--- src/rtl/operand_fetch_if.sv ---
// Operand-fetch stage port bundle: decode-side issue, register-file read,
// writeback snoop and the execute-side operand packet.
interface operand_fetch_if #(
    parameter int XLEN = 32,
    parameter int IW   = 32
);
    logic            in_valid;
    logic            in_ready;
    logic [4:0]      in_rs1;
    logic [4:0]      in_rs2;
    logic            in_uses_rs1;
    logic            in_uses_rs2;
    logic [4:0]      in_rd;
    logic            in_long;
    logic [IW-1:0]   in_instr;

    logic [4:0]      rf_rs1;
    logic [4:0]      rf_rs2;
    logic [XLEN-1:0] rf_rv1;
    logic [XLEN-1:0] rf_rv2;

    logic            wb_we;
    logic [4:0]      wb_rd;
    logic [XLEN-1:0] wb_wd;
    logic            wb_long_done;

    logic            out_valid;
    logic            out_ready;
    logic [XLEN-1:0] out_rv1;
    logic [XLEN-1:0] out_rv2;
    logic [4:0]      out_rd;
    logic [IW-1:0]   out_instr;

    modport slave (
        input  in_valid, in_rs1, in_rs2, in_uses_rs1, in_uses_rs2,
        input  in_rd, in_long, in_instr,
        output in_ready,
        output rf_rs1, rf_rs2,
        input  rf_rv1, rf_rv2,
        input  wb_we, wb_rd, wb_wd, wb_long_done,
        output out_valid, out_rv1, out_rv2, out_rd, out_instr,
        input  out_ready
    );

    modport master (
        output in_valid, in_rs1, in_rs2, in_uses_rs1, in_uses_rs2,
        output in_rd, in_long, in_instr,
        input  in_ready,
        input  rf_rs1, rf_rs2,
        output rf_rv1, rf_rv2,
        output wb_we, wb_rd, wb_wd, wb_long_done,
        input  out_valid, out_rv1, out_rv2, out_rd, out_instr,
        output out_ready
    );
endinterface

--- src/rtl/operand_fetch.sv ---
// Operand fetch: sync-read RF addressing, writeback bypass, long-latency
// scoreboard and a one-entry valid/ready operand packet towards execute.
module operand_fetch #(
    parameter int XLEN = 32,
    parameter int IW   = 32
) (
    input  logic             clk,
    input  logic             reset,
    operand_fetch_if.slave   bus
);
    logic [31:0]     r_pending;
    logic            r_lw_we;
    logic [4:0]      r_lw_rd;
    logic [XLEN-1:0] r_lw_wd;
    logic            r_s1_valid;
    logic            r_first;
    logic [4:0]      r_s1_rs1;
    logic [4:0]      r_s1_rs2;
    logic [4:0]      r_s1_rd;
    logic [IW-1:0]   r_s1_instr;
    logic [XLEN-1:0] r_hold1;
    logic [XLEN-1:0] r_hold2;

    logic            w_hazard;
    logic            w_accept;
    logic            w_stall;
    logic [31:0]     w_pend_nxt;
    logic [XLEN-1:0] w_op1;
    logic [XLEN-1:0] w_op2;
    logic [XLEN-1:0] w_byp1;
    logic [XLEN-1:0] w_byp2;

    assign bus.rf_rs1 = bus.in_rs1;
    assign bus.rf_rs2 = bus.in_rs2;

    // A bit cleared this cycle still blocks; the issue retries next cycle.
    assign w_hazard = (bus.in_uses_rs1 & r_pending[bus.in_rs1])
                    | (bus.in_uses_rs2 & r_pending[bus.in_rs2])
                    | (bus.in_long     & r_pending[bus.in_rd]);

    assign bus.in_ready = !reset && !w_hazard
                        && (!r_s1_valid || bus.out_ready);
    assign w_accept     = bus.in_valid && bus.in_ready;
    assign w_stall      = r_s1_valid && !bus.out_ready;

    assign bus.out_valid = r_s1_valid;
    assign bus.out_rv1   = w_op1;
    assign bus.out_rv2   = w_op2;
    assign bus.out_rd    = r_s1_rd;
    assign bus.out_instr = r_s1_instr;

    // Resolve operands: fresh RF data plus same-edge write in the first
    // cycle, then the hold registers; stalled packets snoop writeback.
    always_comb begin
        w_op1 = r_hold1;
        w_op2 = r_hold2;
        if (r_first) begin
            w_op1 = bus.rf_rv1;
            w_op2 = bus.rf_rv2;
            if (r_lw_we && r_lw_rd != 5'd0 && r_lw_rd == r_s1_rs1)
                w_op1 = r_lw_wd;
            if (r_lw_we && r_lw_rd != 5'd0 && r_lw_rd == r_s1_rs2)
                w_op2 = r_lw_wd;
        end
        if (r_s1_rs1 == 5'd0)
            w_op1 = '0;
        if (r_s1_rs2 == 5'd0)
            w_op2 = '0;
        w_byp1 = w_op1;
        w_byp2 = w_op2;
        if (bus.wb_we && bus.wb_rd != 5'd0 && bus.wb_rd == r_s1_rs1)
            w_byp1 = bus.wb_wd;
        if (bus.wb_we && bus.wb_rd != 5'd0 && bus.wb_rd == r_s1_rs2)
            w_byp2 = bus.wb_wd;
    end

    // Scoreboard next state: retire on long writeback, set on long issue.
    always_comb begin
        w_pend_nxt = r_pending;
        if (bus.wb_we && bus.wb_long_done)
            w_pend_nxt[bus.wb_rd] = 1'b0;
        if (w_accept && bus.in_long && bus.in_rd != 5'd0)
            w_pend_nxt[bus.in_rd] = 1'b1;
        w_pend_nxt[0] = 1'b0;
    end

    // Stage state: scoreboard, last write, and the S1 packet.
    always_ff @(posedge clk) begin
        if (reset) begin
            r_pending  <= '0;
            r_lw_we    <= 1'b0;
            r_lw_rd    <= '0;
            r_lw_wd    <= '0;
            r_s1_valid <= 1'b0;
            r_first    <= 1'b0;
            r_s1_rs1   <= '0;
            r_s1_rs2   <= '0;
            r_s1_rd    <= '0;
            r_s1_instr <= '0;
            r_hold1    <= '0;
            r_hold2    <= '0;
        end else begin
            r_pending <= w_pend_nxt;
            r_lw_we   <= bus.wb_we;
            r_lw_rd   <= bus.wb_rd;
            r_lw_wd   <= bus.wb_wd;
            if (w_accept) begin
                r_s1_valid <= 1'b1;
                r_first    <= 1'b1;
                r_s1_rs1   <= bus.in_rs1;
                r_s1_rs2   <= bus.in_rs2;
                r_s1_rd    <= bus.in_rd;
                r_s1_instr <= bus.in_instr;
            end else begin
                r_first <= 1'b0;
                if (w_stall) begin
                    r_hold1 <= w_byp1;
                    r_hold2 <= w_byp2;
                end else begin
                    r_s1_valid <= 1'b0;
                end
            end
        end
    end
endmodule

--- src/flat_wrapper.sv ---
// flat-port wrapper written by rule: the top's interface ports become plain ports
module operand_fetch_flat 
#(
    parameter int XLEN = 32,
    parameter int IW   = 32
)
  (clk, reset, bus_in_valid, bus_in_rs1, bus_in_rs2, bus_in_uses_rs1, bus_in_uses_rs2, bus_in_rd, bus_in_long, bus_in_instr, bus_in_ready, bus_rf_rs1, bus_rf_rs2, bus_rf_rv1, bus_rf_rv2, bus_wb_we, bus_wb_rd, bus_wb_wd, bus_wb_long_done, bus_out_valid, bus_out_rv1, bus_out_rv2, bus_out_rd, bus_out_instr, bus_out_ready);
  operand_fetch_if #(.XLEN(XLEN), .IW(IW)) bus_i ();
  input  logic clk;
  input  logic reset;
  input wire logic [$bits(bus_i.in_valid)-1:0] bus_in_valid;
  input wire logic [$bits(bus_i.in_rs1)-1:0] bus_in_rs1;
  input wire logic [$bits(bus_i.in_rs2)-1:0] bus_in_rs2;
  input wire logic [$bits(bus_i.in_uses_rs1)-1:0] bus_in_uses_rs1;
  input wire logic [$bits(bus_i.in_uses_rs2)-1:0] bus_in_uses_rs2;
  input wire logic [$bits(bus_i.in_rd)-1:0] bus_in_rd;
  input wire logic [$bits(bus_i.in_long)-1:0] bus_in_long;
  input wire logic [$bits(bus_i.in_instr)-1:0] bus_in_instr;
  output wire logic [$bits(bus_i.in_ready)-1:0] bus_in_ready;
  output wire logic [$bits(bus_i.rf_rs1)-1:0] bus_rf_rs1;
  output wire logic [$bits(bus_i.rf_rs2)-1:0] bus_rf_rs2;
  input wire logic [$bits(bus_i.rf_rv1)-1:0] bus_rf_rv1;
  input wire logic [$bits(bus_i.rf_rv2)-1:0] bus_rf_rv2;
  input wire logic [$bits(bus_i.wb_we)-1:0] bus_wb_we;
  input wire logic [$bits(bus_i.wb_rd)-1:0] bus_wb_rd;
  input wire logic [$bits(bus_i.wb_wd)-1:0] bus_wb_wd;
  input wire logic [$bits(bus_i.wb_long_done)-1:0] bus_wb_long_done;
  output wire logic [$bits(bus_i.out_valid)-1:0] bus_out_valid;
  output wire logic [$bits(bus_i.out_rv1)-1:0] bus_out_rv1;
  output wire logic [$bits(bus_i.out_rv2)-1:0] bus_out_rv2;
  output wire logic [$bits(bus_i.out_rd)-1:0] bus_out_rd;
  output wire logic [$bits(bus_i.out_instr)-1:0] bus_out_instr;
  input wire logic [$bits(bus_i.out_ready)-1:0] bus_out_ready;
  assign bus_i.in_valid = bus_in_valid;
  assign bus_i.in_rs1 = bus_in_rs1;
  assign bus_i.in_rs2 = bus_in_rs2;
  assign bus_i.in_uses_rs1 = bus_in_uses_rs1;
  assign bus_i.in_uses_rs2 = bus_in_uses_rs2;
  assign bus_i.in_rd = bus_in_rd;
  assign bus_i.in_long = bus_in_long;
  assign bus_i.in_instr = bus_in_instr;
  assign bus_in_ready = bus_i.in_ready;
  assign bus_rf_rs1 = bus_i.rf_rs1;
  assign bus_rf_rs2 = bus_i.rf_rs2;
  assign bus_i.rf_rv1 = bus_rf_rv1;
  assign bus_i.rf_rv2 = bus_rf_rv2;
  assign bus_i.wb_we = bus_wb_we;
  assign bus_i.wb_rd = bus_wb_rd;
  assign bus_i.wb_wd = bus_wb_wd;
  assign bus_i.wb_long_done = bus_wb_long_done;
  assign bus_out_valid = bus_i.out_valid;
  assign bus_out_rv1 = bus_i.out_rv1;
  assign bus_out_rv2 = bus_i.out_rv2;
  assign bus_out_rd = bus_i.out_rd;
  assign bus_out_instr = bus_i.out_instr;
  assign bus_i.out_ready = bus_out_ready;
  operand_fetch #(.XLEN(XLEN), .IW(IW)) u_core (.clk(clk), .reset(reset), .bus(bus_i));
endmodule
--- config.mk ---
export PLATFORM = sky130hd
export DESIGN_NAME = operand_fetch_flat
export DESIGN_NICKNAME = d
export VERILOG_FILES = /design/src/rtl/operand_fetch_if.sv /design/src/rtl/operand_fetch.sv /design/src/flat_wrapper.sv
export SDC_FILE = /design/constraint.sdc
export NUM_CORES = 1
export LEC_CHECK = 0
export BUFFER_PORTS_ARGS = -buffer_cell sky130_fd_sc_hd__buf_2
export CAP_MARGIN = 0
export CORE_UTILIZATION = 50
export CTS_CLUSTER_DIAMETER = 60
export DETAILED_ROUTE_END_ITERATION = 7
export GPL_TIMING_DRIVEN = 0
export PLACE_DENSITY = 0.77
export SLEW_MARGIN = 0
export SYNTH_ARGS = -nofsm -noshare
export SYNTH_HDL_FRONTEND = slang
export SYNTH_SLANG_ARGS = --single-unit
--- constraint.sdc ---
create_clock -name clk -period 6.7 [get_ports clk]
set_clock_uncertainty 0.1 [all_clocks]
set_input_delay 1.005 -clock clk [delete_from_list [all_inputs] [get_ports clk]]
set_output_delay 1.005 -clock clk [all_outputs]
set_load 0.01 [all_outputs]
# == Word level (Yosys, flattened, before mapping) ==
# Index checks and enable logic that the tools add are counted.
# totals
ff_bits,183
inputBits,157
output_inout_bits,113
# op_classes
eq_ne,5
magnitude_cmp,6
n_mux,23
n_reduce_logical,26
bitwise,9
# ops
op,count
$mux 32,10
$and 32x32->32,1
$not 32->32,1
$or 32x32->32,1
$lt 5x6->1 const B,4
$eq 5x5->1,4
$bmux 1 s5,3
$logic_and 1x1->1,15
$reduce_bool 5->1,3
$demux 1 s5,2
$ge 5x1->1 const B,2
$logic_not 5->1,2
$mux 1,8
$logic_not 1->1,4
$and 1x1->1,3
$ne 2x1->1 const B,1
$or 1x1->1,2
$reduce_and 2->1,1
$logic_or 1x1->1,1
$not 1->1,1

# == Longest topological paths before layout ==
# Gate-level depths: netlist of run 1.
# depth
word_depth,12
ltp_mapped,9
ltp_nobuf,6

# == Least setup slack after synthesis of run 1 ==
# Ideal clock, no wire load.
# synth_path
path_kind,input to output
start,input port bus_in_rs1[0]
end,output port bus_in_ready
t_arrival_ns,2.550
n_path_buf,1
slack_ns,3.045
path_stages,6
path_cell_list,buf_2 > mux4_2 > a221oi_1 > o31ai_1 > nand3_1 > nor3b_1
# synth_via
elab_chain_cells,8
# synth_lines
item,line,text
from (decl),flat_wrapper.sv:12,input wire logic [$bits(bus_i.in_rs1)-1:0] bus_in_rs1;
$bmux 1 s5,operand_fetch.sv:37,assign w_hazard = (bus.in_uses_rs1 & r_pending[bus.in_rs1])
$mux 1 (implied by the code),operand_fetch.sv:37,
$and 1x1->1,operand_fetch.sv:37,
$or 1x1->1,operand_fetch.sv:38,| (bus.in_uses_rs2 & r_pending[bus.in_rs2])
$or 1x1->1,operand_fetch.sv:39,| (bus.in_long & r_pending[bus.in_rd]);
$logic_not 1->1,operand_fetch.sv:41,assign bus.in_ready = !reset && !w_hazard
$logic_and 1x1->1,operand_fetch.sv:41,
$logic_and 1x1->1,operand_fetch.sv:42,&& (!r_s1_valid || bus.out_ready);
to (decl),flat_wrapper.sv:19,output wire logic [$bits(bus_i.in_ready)-1:0] bus_in_ready;
# No other way between the ends. The select of a mux whose other input is x is not followed.

# == Final worst setup path of run 1 ==
# layout_path
start,register u_core.r_s1_rs1[2]
end,output port bus_out_rv1[21]
# layout_via
elab_chain_cells,5
word_cells_on_any_way,6
classes_between,eq/ne: 1; mux: 3; reduce/logical: 2
# layout_lines
item,line,text
from (decl),operand_fetch.sv:17,logic [4:0] r_s1_rs1;
from (signal assigned),operand_fetch.sv:110,r_s1_rs1 <= bus.in_rs1;
$eq 5x5->1,operand_fetch.sv:60,if (r_lw_we && r_lw_rd != 5'd0 && r_lw_rd == r_s1_rs1)
$logic_and 1x1->1,operand_fetch.sv:60,
$mux 32,operand_fetch.sv:60,
$mux 32,operand_fetch.sv:57,if (r_first) begin
$mux 32 *,operand_fetch.sv:65,if (r_s1_rs1 == 5'd0)
to (decl),flat_wrapper.sv:29,output wire logic [$bits(bus_i.out_rv1)-1:0] bus_out_rv1;
# Every way passes the cells marked *; elsewhere a longest branch is shown, timed or not.

==> flow_metrics.env, run 1 <==
export IMPL_ys_warn_count=0
export IMPL_worst_pin_slew_ns=1.03
export IMPL_power_density_mw_per_mm2=224
export IMPL_critPathArrivalTime_ns=3.47
export IMPL_wirelength_um=28600
export IMPL_crit_type="register to output port"
export IMPL_die_area_mm2=0.0199
export IMPL_drive_above_1_share_pct=31.8
export IMPL_vdd_drop_max_uv=157
export IMPL_hold_path_class="register to register"
export IMPL_layout_commonest_cell="buf_2"
export IMPL_via_per_inst=5.72
export IMPL_preCtsSetupSlack_ns=2.59
export IMPL_grt_usage_pct=28.0
export IMPL_synth_nets=1121
export IMPL_yosysUniqueCellTypes=44
export IMPL_area_growth_pct=23.7
export IMPL_post_cts_setup_buffers=0
export IMPL_ys_ff_latch=182
export IMPL_syn_mean_instance_area_um2=10.0
export IMPL_path_max_fanout=10
export IMPL_rows=50
export IMPL_clk_pin_slew_ns=0.08
export IMPL_ant_nets=0
export IMPL_core_area_mm2=0.0188
export IMPL_fin_crit_ns=4.58
export IMPL_hold_viol_final=0
export IMPL_post_route_period_util_pct=68.3
export IMPL_grt_first_pass_wirelength_um=43000
export IMPL_grt_pass1_vias=8152
export IMPL_wl_per_cell_um=18.8
export IMPL_required_ns=5.59
export IMPL_cts_num_sinks=182
export IMPL_num_vias=8703
export IMPL_syn_cell_area_mm2=0.00966
export IMPL_dp_hpwl_um=20600
export IMPL_power_leakage_nw=5.05
export IMPL_cts_buffer_depth=2
export IMPL_cts_tree="done"
export IMPL_gp_congestion=0.926
export IMPL_worstSetupStartpointType="register"
export IMPL_ys_seq_area_share_pct=37.7
export IMPL_drcViolationCount=0
export IMPL_fmax_mhz=218
export IMPL_root_buffer="clkbuf_16"
export IMPL_tns_ns=0
export IMPL_io_pins=270
export IMPL_end_kind="output port"
export IMPL_slew_violations=0
export IMPL_grt_max_degree=18
export IMPL_drt_initial_drc_count=688
export IMPL_synthCells=964
export IMPL_setup_ws_ns=2.12
export IMPL_worst_skew_pair_late_latency_ns=0.44
export IMPL_htreeDepth=4
export IMPL_cts_resized=0
export IMPL_outcome="finished clean"
export IMPL_final_util_pct=63.4
export IMPL_grt_remaining_overflow=0
export IMPL_layout_common_cells="268 x buf_2, 182 x dfxtp_1, 106 x nor2b_1"
export IMPL_final_nets=1404
export IMPL_place_port_buffers=264
export IMPL_die_x_um=141
export IMPL_cts_buffers=17
export IMPL_antenna_found_initial=2
export IMPL_cts_hold_buf=0
export IMPL_die_h_um=141
export IMPL_cap_violations=0
export IMPL_setup_viol=0
export IMPL_first_pass_iters=6
export IMPL_initial_core_util_pct=51.3
export IMPL_relSlewSlack_pct=30.9
export IMPL_rsz0062_at_grt="false"
area by class of cell:
type	instances	area (µm²)
fillers	1544	6880
clock inverters	15	215
plain buffers	82	407
repair buffers	264	1320
flip-flops and latches	182	3640
clock buffers	17	425
diodes	2	5.00
inverters	6	22.5
multi-input cells	694	5580
well taps	260	325
cells by family after synthesis:
kind of cell / after synthesis / synth area share (%)
DFF: 182 / 37.7
AOI/OAI and AO/OA: 192 / 13.5
xor gates and xnor gates: 20 / 1.81
buffers and inverters: 88 / 4.44
and+or+nand+nor: 280 / 15.8
muxes: 202 / 26.7
metal layers:
metal | vias to the layer above | wire length [µm] | track usage [%]
li1 | 4047 | - | -
met1 | 4081 | 11800 | 34.3
met2 | 512 | 13400 | 47.0
met3 | 63 | 2520 | 6.35
met4 | 0 | 918 | 12.7
met5 | - | 0 | 0
Yosys cell counts:
cell,instances,area [µm²]
inv_1,5,18.8
nand3_1,9,45.0
nor2_1,78,293
o21ai_1,45,225
buf_4,11,82.6
and2_1,1,6.26
dfxtp_1,182,3640
nand2_1,23,86.3
nor3_1,7,35.0
nand2b_1,12,75.1
inv_2,1,3.75
mux4_2,18,405
nand4_1,5,31.3
a22oi_1,66,495
or4b_1,1,10.0
o41ai_2,7,114
buf_1,8,30.0
buf_2,4,20.0
mux2i_1,68,681
or3b_2,1,8.76
o21ai_0,38,190
mux2_2,11,124
xnor2_1,10,87.6
nand3b_1,25,188
o41a_1,1,11.3
nor3b_1,4,30.0
mux4_1,1,26.3
or3b_1,2,17.5
buf_6,7,78.8
nor2b_1,106,663
or4_1,3,22.5
or3_1,1,6.26
nor4_1,2,12.5
mux2_1,59,664
a21oi_1,2,10.0
o22ai_1,1,6.26
o2111ai_1,2,17.5
o32a_1,1,10.0
a21boi_0,1,7.51
o31ai_1,25,188
mux2_4,45,676
clkbuf_1,52,195
a221oi_1,3,26.3
xor2_1,10,87.6
worst max-delay path: stages (launching register included):
cell and delay [ns]:
dfxtp_1 0.45, xnor2_1 0.16, nand3_1 0.10, nor4_1 0.88, clkbuf_1 0.60, mux2_1 0.38, mux2i_1 0.21, nor2_1 0.10
buf_2 0.17
sequential cells by signal, indices dropped and copies added, names as in the netlist, 5 cells and up:
register / flops
u_core.r_s1_rs2: 5
u_core.r_lw_rd: 5
u_core.bus.out_rd: 5
u_core.r_hold1: 32
u_core.r_hold2: 32
u_core.r_s1_rs1: 5
u_core.bus.out_instr: 32
u_core.r_lw_wd: 32
u_core.r_pending: 31
report_power, final:
group / internal, mW / switching, mW
clock: 0.636 / 0.468
combinational: 0.190 / 0.236
sequential: 1.12 / 0.0251
total: 1.95 / 0.729
worst paths after layout:
path,startpoint,end,slack [ns],cells after the start
max,u_core.r_s1_rs1[2],bus_out_rv1[21],2.12,8
min,u_core.r_hold1[18],u_core.r_hold1[18],0.39,2
min reg2reg,u_core.r_hold1[18],u_core.r_hold1[18],0.39,2
max reg2reg,u_core.r_s1_rs1[2],u_core.r_hold1[26],3.54,7
metrics by stage:
stage | instances | power, mW | cell area, µm² | hold WS (ns)
3_3_place_gp | 1488 | 1.58 | 11300 | 0.369
2_1_floorplan | 964 | 1.42 | 9660 | 0.359
5_1_grt | 1521 | 2.76 | 11900 | 0.411
6_report | 1522 | 2.68 | 11900 | 0.392
4_1_cts | 1520 | 2.68 | 11900 | 0.395
3_5_place_dp | 1488 | 1.59 | 11300 | 0.378
Note: power is estimated with default switching activity, not from simulation.
==> run 2: changes to the inputs <==
--- a/config.mk
+++ b/config.mk
@@ -5,6 +5,7 @@
 export SDC_FILE = /design/constraint.sdc
 export NUM_CORES = 1
 export LEC_CHECK = 0
+export ABC_AREA = 1
 export BUFFER_PORTS_ARGS = -buffer_cell sky130_fd_sc_hd__buf_2
 export CAP_MARGIN = 0
 export CORE_UTILIZATION = 50
==> constraint.sdc (replaced) <==
create_clock -name clk -period 4.5 [get_ports clk]
set_clock_uncertainty 0.1 [all_clocks]
set_input_delay 0.675 -clock clk [delete_from_list [all_inputs] [get_ports clk]]
set_output_delay 0.675 -clock clk [all_outputs]
set_load 0.01 [all_outputs]
==> run 2 against run 1 <==
The run now ends with design-rule violations left; critical path depth grew 4; sequential cell count is the same; via count grew 36%; first-iteration DRC count grew 61%; clock-buffer cell count grew 2; sequential power grew 46%; non-clock buffer count grew 27; utilization shrank 0.68 points.
==> flow_metrics.env, run 2 <==
export IMPL_required_ns=3.72
export IMPL_root_buffer="clkbuf_16"
export IMPL_synth_top_area_share_pct=36.4
export IMPL_synth_main_ff_cell="dfxtp_1"
export IMPL_critPathMaxStageDelay_ns=0.45
export IMPL_power_leakage_nw=6.62
export IMPL_layout_commonest_cell="nand2_1"
export IMPL_rsz0062_at_grt="false"
export IMPL_p_sw_share_pct=28.7
export IMPL_core_area_mm2=0.0195
export IMPL_cts_num_sinks=182
export IMPL_synthTopCellsByArea="dfxtp_1 36%, nand2_1 24%, o21ai_0 8.2%, nand3_1 7.6%, nor2_1 5.5%"
export IMPL_setup_viol=0
export IMPL_synth_edf_count=0
export IMPL_gp_congestion=0.962
export IMPL_ys_ff_latch=182
export IMPL_die_x_um=144
export IMPL_worstHoldStart="u_core.r_hold1[18]"
export IMPL_area_growth_pct=22.3
export IMPL_yosysMostFrequentCell="nand2_1"
export IMPL_hold_path_class="register to register"
export IMPL_slew_violations=0
export IMPL_synth_nets=1833
export IMPL_dp_hpwl_um=25500
export IMPL_worstSetupStartpointType="register"
export IMPL_crit_family="buffers and inverters"
export IMPL_vdd_drop_max_uv=286
export IMPL_wl_per_cell_um=15.3
export IMPL_r2r_start="u_core.r_lw_rd[4]"
export IMPL_dp_cells=2204
export IMPL_fmax_mhz=280
export IMPL_yosysUniqueCellTypes=28
export IMPL_post_route_period_util_pct=79.2
export IMPL_switching_power_mw=1.07
export IMPL_fin_cells=2235
export IMPL_num_vias=11836
export IMPL_layout_common_cells="644 x nand2_1, 280 x buf_2, 182 x dfxtp_1"
export IMPL_drive_above_1_share_pct=17.6
export IMPL_grt_max_degree=17
export IMPL_power_frac_comb_pct=14.5
export IMPL_grt_usage_pct=33.4
export IMPL_final_nets=2115
export IMPL_cts_tree="done"
export IMPL_violations="design-rule violations"
export IMPL_synthCells=1676
export IMPL_antenna_cells=0
export IMPL_synth_top_cell_by_area="dfxtp_1"
export IMPL_outcome="finished, violations left"
export IMPL_cts_buffer_depth=2
export IMPL_crit_chain="inv_1 > nand3_1 > nand2_1 > nor3_1 > nand2_1 > inv_1 > clkbuf_1 > o21ai_0 > o21ai_0 > nand2_1 > inv_1 > buf_2"
export IMPL_tns_ns=0
export IMPL_critPathArrivalTime_ns=2.79
export IMPL_io_pins=270
export IMPL_cts_resized=0
export IMPL_htreeDepth=4
export IMPL_synthTopCellsByCount="644 x nand2_1, 182 x dfxtp_1, 164 x o21ai_0, 153 x nand3_1, 147 x nor2_1"
export IMPL_first_pass_iters=7
export IMPL_fin_crit_ns=3.57
export IMPL_grt_first_pass_wirelength_um=53400
export IMPL_die_h_um=144
export IMPL_drcViolationCount=1
export IMPL_end_kind="output port"
export IMPL_cts_hold_buf=0
export IMPL_crit_type="register to output port"
export IMPL_relSlewSlack_pct=44.8
export IMPL_path_max_fanout=10
export IMPL_hold_viol_final=0
export IMPL_wirelength_um=34300
export IMPL_syn_cell_area_mm2=0.0100
export IMPL_ys_warn_count=0
export IMPL_die_area_mm2=0.0206
export IMPL_startpoint="u_core.r_lw_rd[4]"
export IMPL_place_port_buffers=263
export IMPL_ys_seq_area_share_pct=36.4
export IMPL_cts_buffers=17
export IMPL_critPathSlowestCell="clkbuf_1"
export IMPL_drt_initial_drc_count=1108
export IMPL_cp_buffers_inverters=5
export IMPL_power_density_mw_per_mm2=305
export IMPL_worst_skew_pair_late_latency_ns=0.43
export IMPL_cap_violations=0
export IMPL_rows=51
export IMPL_worst_pin_slew_ns=0.825
export IMPL_initial_core_util_pct=51.3
export IMPL_seqPwrFrac_pct=44.8
export IMPL_synthArstFlopShare_pct=0
export IMPL_ant_nets=0
export IMPL_p_total_mw=3.74
export IMPL_p_int_mw=2.67
export IMPL_grt_pass1_vias=10650
export IMPL_antenna_found_initial=1
export IMPL_via_per_inst=5.30
export IMPL_grt_remaining_overflow=0
export IMPL_syn_mean_instance_area_um2=5.98
export IMPL_clk_pin_slew_ns=0.08
export IMPL_post_cts_setup_buffers=0
export IMPL_clkPwrFrac_pct=40.6
run 2: cell types whose count changed after synthesis, moves of 68 or more:
cell and delta:
inv_1 +138, a21oi_1 +73, nand2_1 +621, mux2i_1 -68
nor2_1 +69, nor2b_1 -106, o21ai_0 +126, nand3_1 +144
run 2: area by class of cell:
class,count,area [µm²]
multi-input combinational,1236,5320
buffer,110,502
clock inverter,12,144
fill,1917,7270
clock buffer,19,443
timing repair buffer,263,1320
inverter,148,558
tap,265,332
sequential,182,3640
run 2: kinds of logic after synthesis:
family | after synthesis | synth area share (%)
xor+xnor | 14 | 1.22
buf+inv | 258 | 10.6
compound gates | 255 | 13.2
simple gates | 967 | 38.7
flops | 182 | 36.4
run 2: worst min-delay path: cells and delay by family, from the launching register on:
kind | cells | cell delay [ns]
and+or+nand+nor | 2 | 0.10
DFF | 1 | 0.31
run 2: worst paths after layout:
kind	endpoint	slack, ns	cells after the start
min	u_core.r_hold1[18]	0.35	2
max reg2reg	u_core.r_hold1[9]	1.94	13
max	bus_out_rv1[29]	0.93	12
min reg2reg	u_core.r_hold1[18]	0.35	2
run 2: power groups by stage:
stage               Combinational [mW]  Sequential (mW)  Clock [mW]
floorplan                        0.300             1.72           0
global placement                 0.530             1.71           0
detailed placement               0.533             1.71           0
CTS                              0.536             1.68        1.53
global route                     0.597             1.68        1.60
finish                           0.543             1.68        1.52
run 2: through the flow:
stage                     utilization [%]  hold WS, ns  worst slack (ns)  cell area [µm²]
after floorplan                         -        0.326              1.99            10000
after detailed placement             59.8        0.339              1.45            11700
after global routing                 62.8        0.362             0.641            12300
after global placement               59.8        0.336              1.50            11700
after CTS                            62.8        0.354             0.989            12300
final                                62.8        0.353             0.935            12300
run 2: per-layer routing:
metal / up-vias / part of all wire (%) / track usage [%]
met2: 665 / 45 / 54.0
met3: 88 / 10 / 7.30
met4: 2 / 2.8 / 14.2
met5: - / 0.029 / 0
met1: 5265 / 42 / 42.9
li1: 5816 / - / -
==> run 3: changes to the inputs <==
--- a/config.mk
+++ b/config.mk
@@ -5,10 +5,10 @@
 export SDC_FILE = /design/constraint.sdc
 export NUM_CORES = 1
 export LEC_CHECK = 0
-export ABC_AREA = 1
+export ABC_AREA = 0
 export BUFFER_PORTS_ARGS = -buffer_cell sky130_fd_sc_hd__buf_2
 export CAP_MARGIN = 0
-export CORE_UTILIZATION = 50
+export CORE_UTILIZATION = 48
 export CTS_CLUSTER_DIAMETER = 60
 export DETAILED_ROUTE_END_ITERATION = 7
 export GPL_TIMING_DRIVEN = 0
==> constraint.sdc (replaced) <==
create_clock -name clk -period 2.9 [get_ports clk]
set_clock_uncertainty 0.1 [all_clocks]
set_input_delay 0.435 -clock clk [delete_from_list [all_inputs] [get_ports clk]]
set_output_delay 0.435 -clock clk [all_outputs]
set_load 0.01 [all_outputs]
==> run 3 against run 2 <==
The flow now stops in global routing (5_1_grt); synthesized cell count down 42%; area after synthesis down 3.7%.
==> flow_metrics.env, run 3 <==
export IMPL_grt_max_degree=20
export IMPL_ys_ff_latch=182
export IMPL_synth_top_cell_by_area="dfxtp_1"
export IMPL_grt_remaining_overflow=1
export IMPL_root_buffer="clkbuf_16"
export IMPL_tool_error="[ERROR GRT-0232] Routing congestion too high. Check the congestion heatmap in the GUI."
export IMPL_cts_buffer_depth=2
export IMPL_syn_cell_area_mm2=0.00966
export IMPL_antenna_found_initial=8
export IMPL_gp_congestion=0.918
export IMPL_yosysUniqueCellTypes=44
export IMPL_synth_main_ff_cell="dfxtp_1"
export IMPL_cts_buffers=17
export IMPL_synth_edf_count=0
export IMPL_rows=51
export IMPL_synthArstFlopShare_pct=0
export IMPL_ys_warn_count=0
export IMPL_initial_core_util_pct=49.3
export IMPL_syn_mean_instance_area_um2=10.0
export IMPL_dp_hpwl_um=20600
export IMPL_haltStage="global routing (5_1_grt)"
export IMPL_yosysMostFrequentCell="dfxtp_1"
export IMPL_die_h_um=144
export IMPL_grt_usage_pct=45.0
export IMPL_place_port_buffers=264
export IMPL_preCtsSetupSlack_ns=-0.692
export IMPL_synthTopCellsByArea="dfxtp_1 38%, mux2i_1 7.0%, mux2_4 7.0%, mux2_1 6.9%, nor2b_1 6.9%"
export IMPL_synth_nets=1121
export IMPL_worst_endpoint="bus_out_rv1[22]"
export IMPL_die_x_um=144
export IMPL_synth_top_area_share_pct=37.7
export IMPL_htreeDepth=4
export IMPL_io_pins=270
export IMPL_endpoint_type="primary output"
export IMPL_synthTopCellsByCount="182 x dfxtp_1, 106 x nor2b_1, 78 x nor2_1, 68 x mux2i_1, 66 x a22oi_1"
export IMPL_outcome="did not finish"
export IMPL_synthCells=964
export IMPL_ys_seq_area_share_pct=37.7
export IMPL_cts_num_sinks=182
run 3: changes by cell type after synthesis, sizes merged, moves of 66 or more:
| cell | previous run | this run |
|---|---|---|
| a21oi | 85 | 2 |
| a22oi | 0 | 66 |
| inv | 148 | 6 |
| mux2 | 0 | 115 |
| mux2i | 0 | 68 |
| nand2 | 644 | 23 |
| nand3 | 154 | 9 |
| nor2 | 148 | 78 |
| nor2b | 0 | 106 |
| o21ai | 166 | 83 |
run 3: kinds of logic after synthesis:
| group | count (synthesis) | share of synthesized area [%] |
|---|---|---|
| buffers and inverters | 88 | 4.44 |
| XOR/XNOR | 20 | 1.81 |
| multiplexers | 202 | 26.7 |
| AO/OA/AOI/OAI | 192 | 13.5 |
| AND/OR/NAND/NOR | 280 | 15.8 |
| flip-flops | 182 | 37.7 |
run 3: per-stage QoR:
step	hold slack [ns]	cells	instance area, µm²	TNS (ns)
3_3_place_gp	0.370	1493	11300	-77.19
2_1_floorplan	0.359	964	9660	0
3_5_place_dp	0.382	1493	11300	-84.95
4_1_cts	0.109	1649	13200	-14.78
run 3: what timing repair did:
item,CTS
hold buffers,0
gates resized for setup,90
gates cloned,3
buffers inserted,122
pin swaps,31
endpoints found under the setup margin,198
run 3: routing by layer:
| layer | overflow | GRT usage (%) |
|---|---|---|
| met1 | 0 | 48.5 |
| met5 | 0 | 12.5 |
| met3 | 0 | 28.0 |
| met2 | 0 | 61.5 |
| met4 | 1 | 35.1 |
==> run 4: changes to the inputs <==
--- a/config.mk
+++ b/config.mk
@@ -8,11 +8,10 @@
 export ABC_AREA = 0
 export BUFFER_PORTS_ARGS = -buffer_cell sky130_fd_sc_hd__buf_2
 export CAP_MARGIN = 0
-export CORE_UTILIZATION = 48
-export CTS_CLUSTER_DIAMETER = 60
+export CORE_UTILIZATION = 35
 export DETAILED_ROUTE_END_ITERATION = 7
 export GPL_TIMING_DRIVEN = 0
-export PLACE_DENSITY = 0.77
+export PLACE_DENSITY_LB_ADDON = 0.15
 export SLEW_MARGIN = 0
 export SYNTH_ARGS = -nofsm -noshare
 export SYNTH_HDL_FRONTEND = slang
==> constraint.sdc (replaced) <==
create_clock -name clk -period 3.77 [get_ports clk]
set_clock_uncertainty 0.1 [all_clocks]
set_input_delay 0.5655 -clock clk [delete_from_list [all_inputs] [get_ports clk]]
set_output_delay 0.5655 -clock clk [all_outputs]
set_load 0.01 [all_outputs]
==> run 4 against run 3 <==
The run now ends clean.
==> flow_metrics.env, run 4 (synthesis results as in run 1) <==
export IMPL_worst_skew_pair_late_latency_ns=0.43
export IMPL_initial_core_util_pct=35.7
export IMPL_hold_path_class="primary input to register"
export IMPL_placed_cell_area_mm2=0.0114
export IMPL_ff_latch_area_mm2=0.00364
export IMPL_critPathMaxStageDelay_ns=0.48
export IMPL_first_pass_iters=5
export IMPL_vdd_drop_max_uv=256
export IMPL_rows=60
export IMPL_grt_first_pass_wirelength_um=47200
export IMPL_cap_violations=0
export IMPL_cp_endpoint="bus_out_rv2[19]"
export IMPL_cts_buffers=17
export IMPL_ff2ff_path_depth=8
export IMPL_hold_viol_final=0
export IMPL_cts_tree="done"
export IMPL_root_buffer="clkbuf_16"
export IMPL_outcome="finished clean"
export IMPL_wirelength_um=31100
export IMPL_drcViolationCount=0
export IMPL_critPathArrivalTime_ns=2.87
export IMPL_io_pins=270
export IMPL_worstSetupStartpointType="register"
export IMPL_holdWs_ns=0.248
export IMPL_worst_pin_slew_ns=0.960
export IMPL_reg2reg_setup_slack_ns=0.85
export IMPL_power_leakage_nw=5.07
export IMPL_cts_num_sinks=182
export IMPL_grt_usage_pct=21.8
export IMPL_grt_pass1_vias=8071
export IMPL_layout_commonest_cell="buf_2"
export IMPL_num_vias=8455
export IMPL_drt_initial_drc_count=652
export IMPL_grt_max_degree=19
export IMPL_fin_crit_ns=3.54
export IMPL_hold_depth=2
export IMPL_fin_area_mm2=0.0121
export IMPL_relSlewSlack_pct=36.0
export IMPL_required_ns=3.10
export IMPL_die_h_um=168
export IMPL_cts_buffer_depth=2
export IMPL_r2r_end="u_core.r_s1_rs1[0]"
export IMPL_rsz0062_at_grt="false"
export IMPL_area_growth_pct=25.2
export IMPL_startpoint="u_core.r_s1_rs2[4]"
export IMPL_crit_chain="xnor2_1 > nand3_1 > nor4_4 > clkbuf_2 > mux2_1 > mux2i_1 > nor2_1 > buf_2"
export IMPL_setup_viol=0
export IMPL_p_total_mw=4.78
export IMPL_wl_per_cell_um=19.4
export IMPL_multi_input_area_mm2=0.00562
export IMPL_gp_congestion=0.846
export IMPL_core_area_mm2=0.0270
export IMPL_critPathSlowestCell="nor4_4"
export IMPL_fillers=2706
export IMPL_tns_ns=0
export IMPL_ant_nets=0
export IMPL_place_port_buffers=264
export IMPL_fmax_mhz=283
export IMPL_die_x_um=168
export IMPL_drive_above_1_share_pct=32.5
export IMPL_final_nets=1404
export IMPL_htreeDepth=4
export IMPL_clk_pin_slew_ns=0.08
export IMPL_grt_remaining_overflow=0
export IMPL_die_area_mm2=0.0283
export IMPL_path_max_fanout=10
export IMPL_layout_common_cells="269 x buf_2, 182 x dfxtp_1, 106 x nor2b_1"
export IMPL_via_per_inst=5.28
export IMPL_end_kind="output port"
export IMPL_power_density_mw_per_mm2=395
export IMPL_antenna_found_initial=3
export IMPL_r2r_start="u_core.r_pending[21]"
export IMPL_post_route_period_util_pct=93.9
export IMPL_slew_violations=0
export IMPL_crit_type="register to output port"
export IMPL_final_util_pct=44.7
export IMPL_dp_hpwl_um=22400
==> run 4: area by class of cell <==
cell class | count | share of cell area, %
Inverter | 6 | 0.186
Clock inverter | 15 | 1.75
Timing Repair Buffer | 264 | 10.9
Antenna cell | 1 | 0.0207
Sequential cell | 182 | 30.2
Buffer | 82 | 3.43
Clock buffer | 17 | 3.52
Tap cell | 341 | 3.53
Multi-Input combinational cell | 694 | 46.5
==> run 4: timing repair <==
action,CTS,global route
cloned,0,0
setup buffers,0,0
hold buffers,0,0
pin swaps,0,0
endpoints found under the setup margin,60,59
gates resized for setup,8,4
==> run 4: how the worst min path moves through the flow <==
stage | end | slack (ns) | start
after floorplan | u_core.r_hold1[0] | 0.36 | u_core.r_hold1[0]
final | u_core.bus.out_instr[4] | 0.25 | bus_in_instr[4]
after detailed placement | u_core.r_hold2[8] | 0.38 | u_core.r_hold2[8]
after CTS | u_core.bus.out_instr[3] | 0.23 | bus_in_instr[3]
after global placement | u_core.r_hold2[8] | 0.37 | u_core.r_hold2[8]
after global routing | u_core.bus.out_instr[3] | 0.23 | bus_in_instr[3]
==> run 4: power breakdown <==
part	total [mW]	internal, mW	leakage (nW)	switching, mW
combinational	0.772	0.340	3.28	0.432
sequential	2.04	1.99	1.49	0.0442
clock	1.97	1.08	0.303	0.891
total	4.78	3.41	5.07	1.37
==> run 4: worst max-delay path: cells and delay by family (launching register included) <==
family	cells	cell delay, ns
and+or+nand+nor	3	0.73
xor gates and xnor gates	1	0.15
buffers and inverters	2	0.58
DFF	1	0.45
muxes	2	0.54
==> run 4: per-layer routing <==
layer	track usage (%)	share of wire, %	routed length [µm]	vias up
met3	4.23	6.3	1970	33
met1	29.3	46	14200	4022
li1	-	-	-	4050
met5	0	0.064	20	-
met4	6.05	1.6	491	4
met2	35.6	46	14400	346
==> run 4: through the flow <==
step                      worst slack (ns)  std cells
final                                0.231       1602
after global routing               0.00119       1602
after CTS                           0.0270       1601
after detailed placement            -0.136       1569
after global placement             -0.0207       1569
after floorplan                      0.718        964
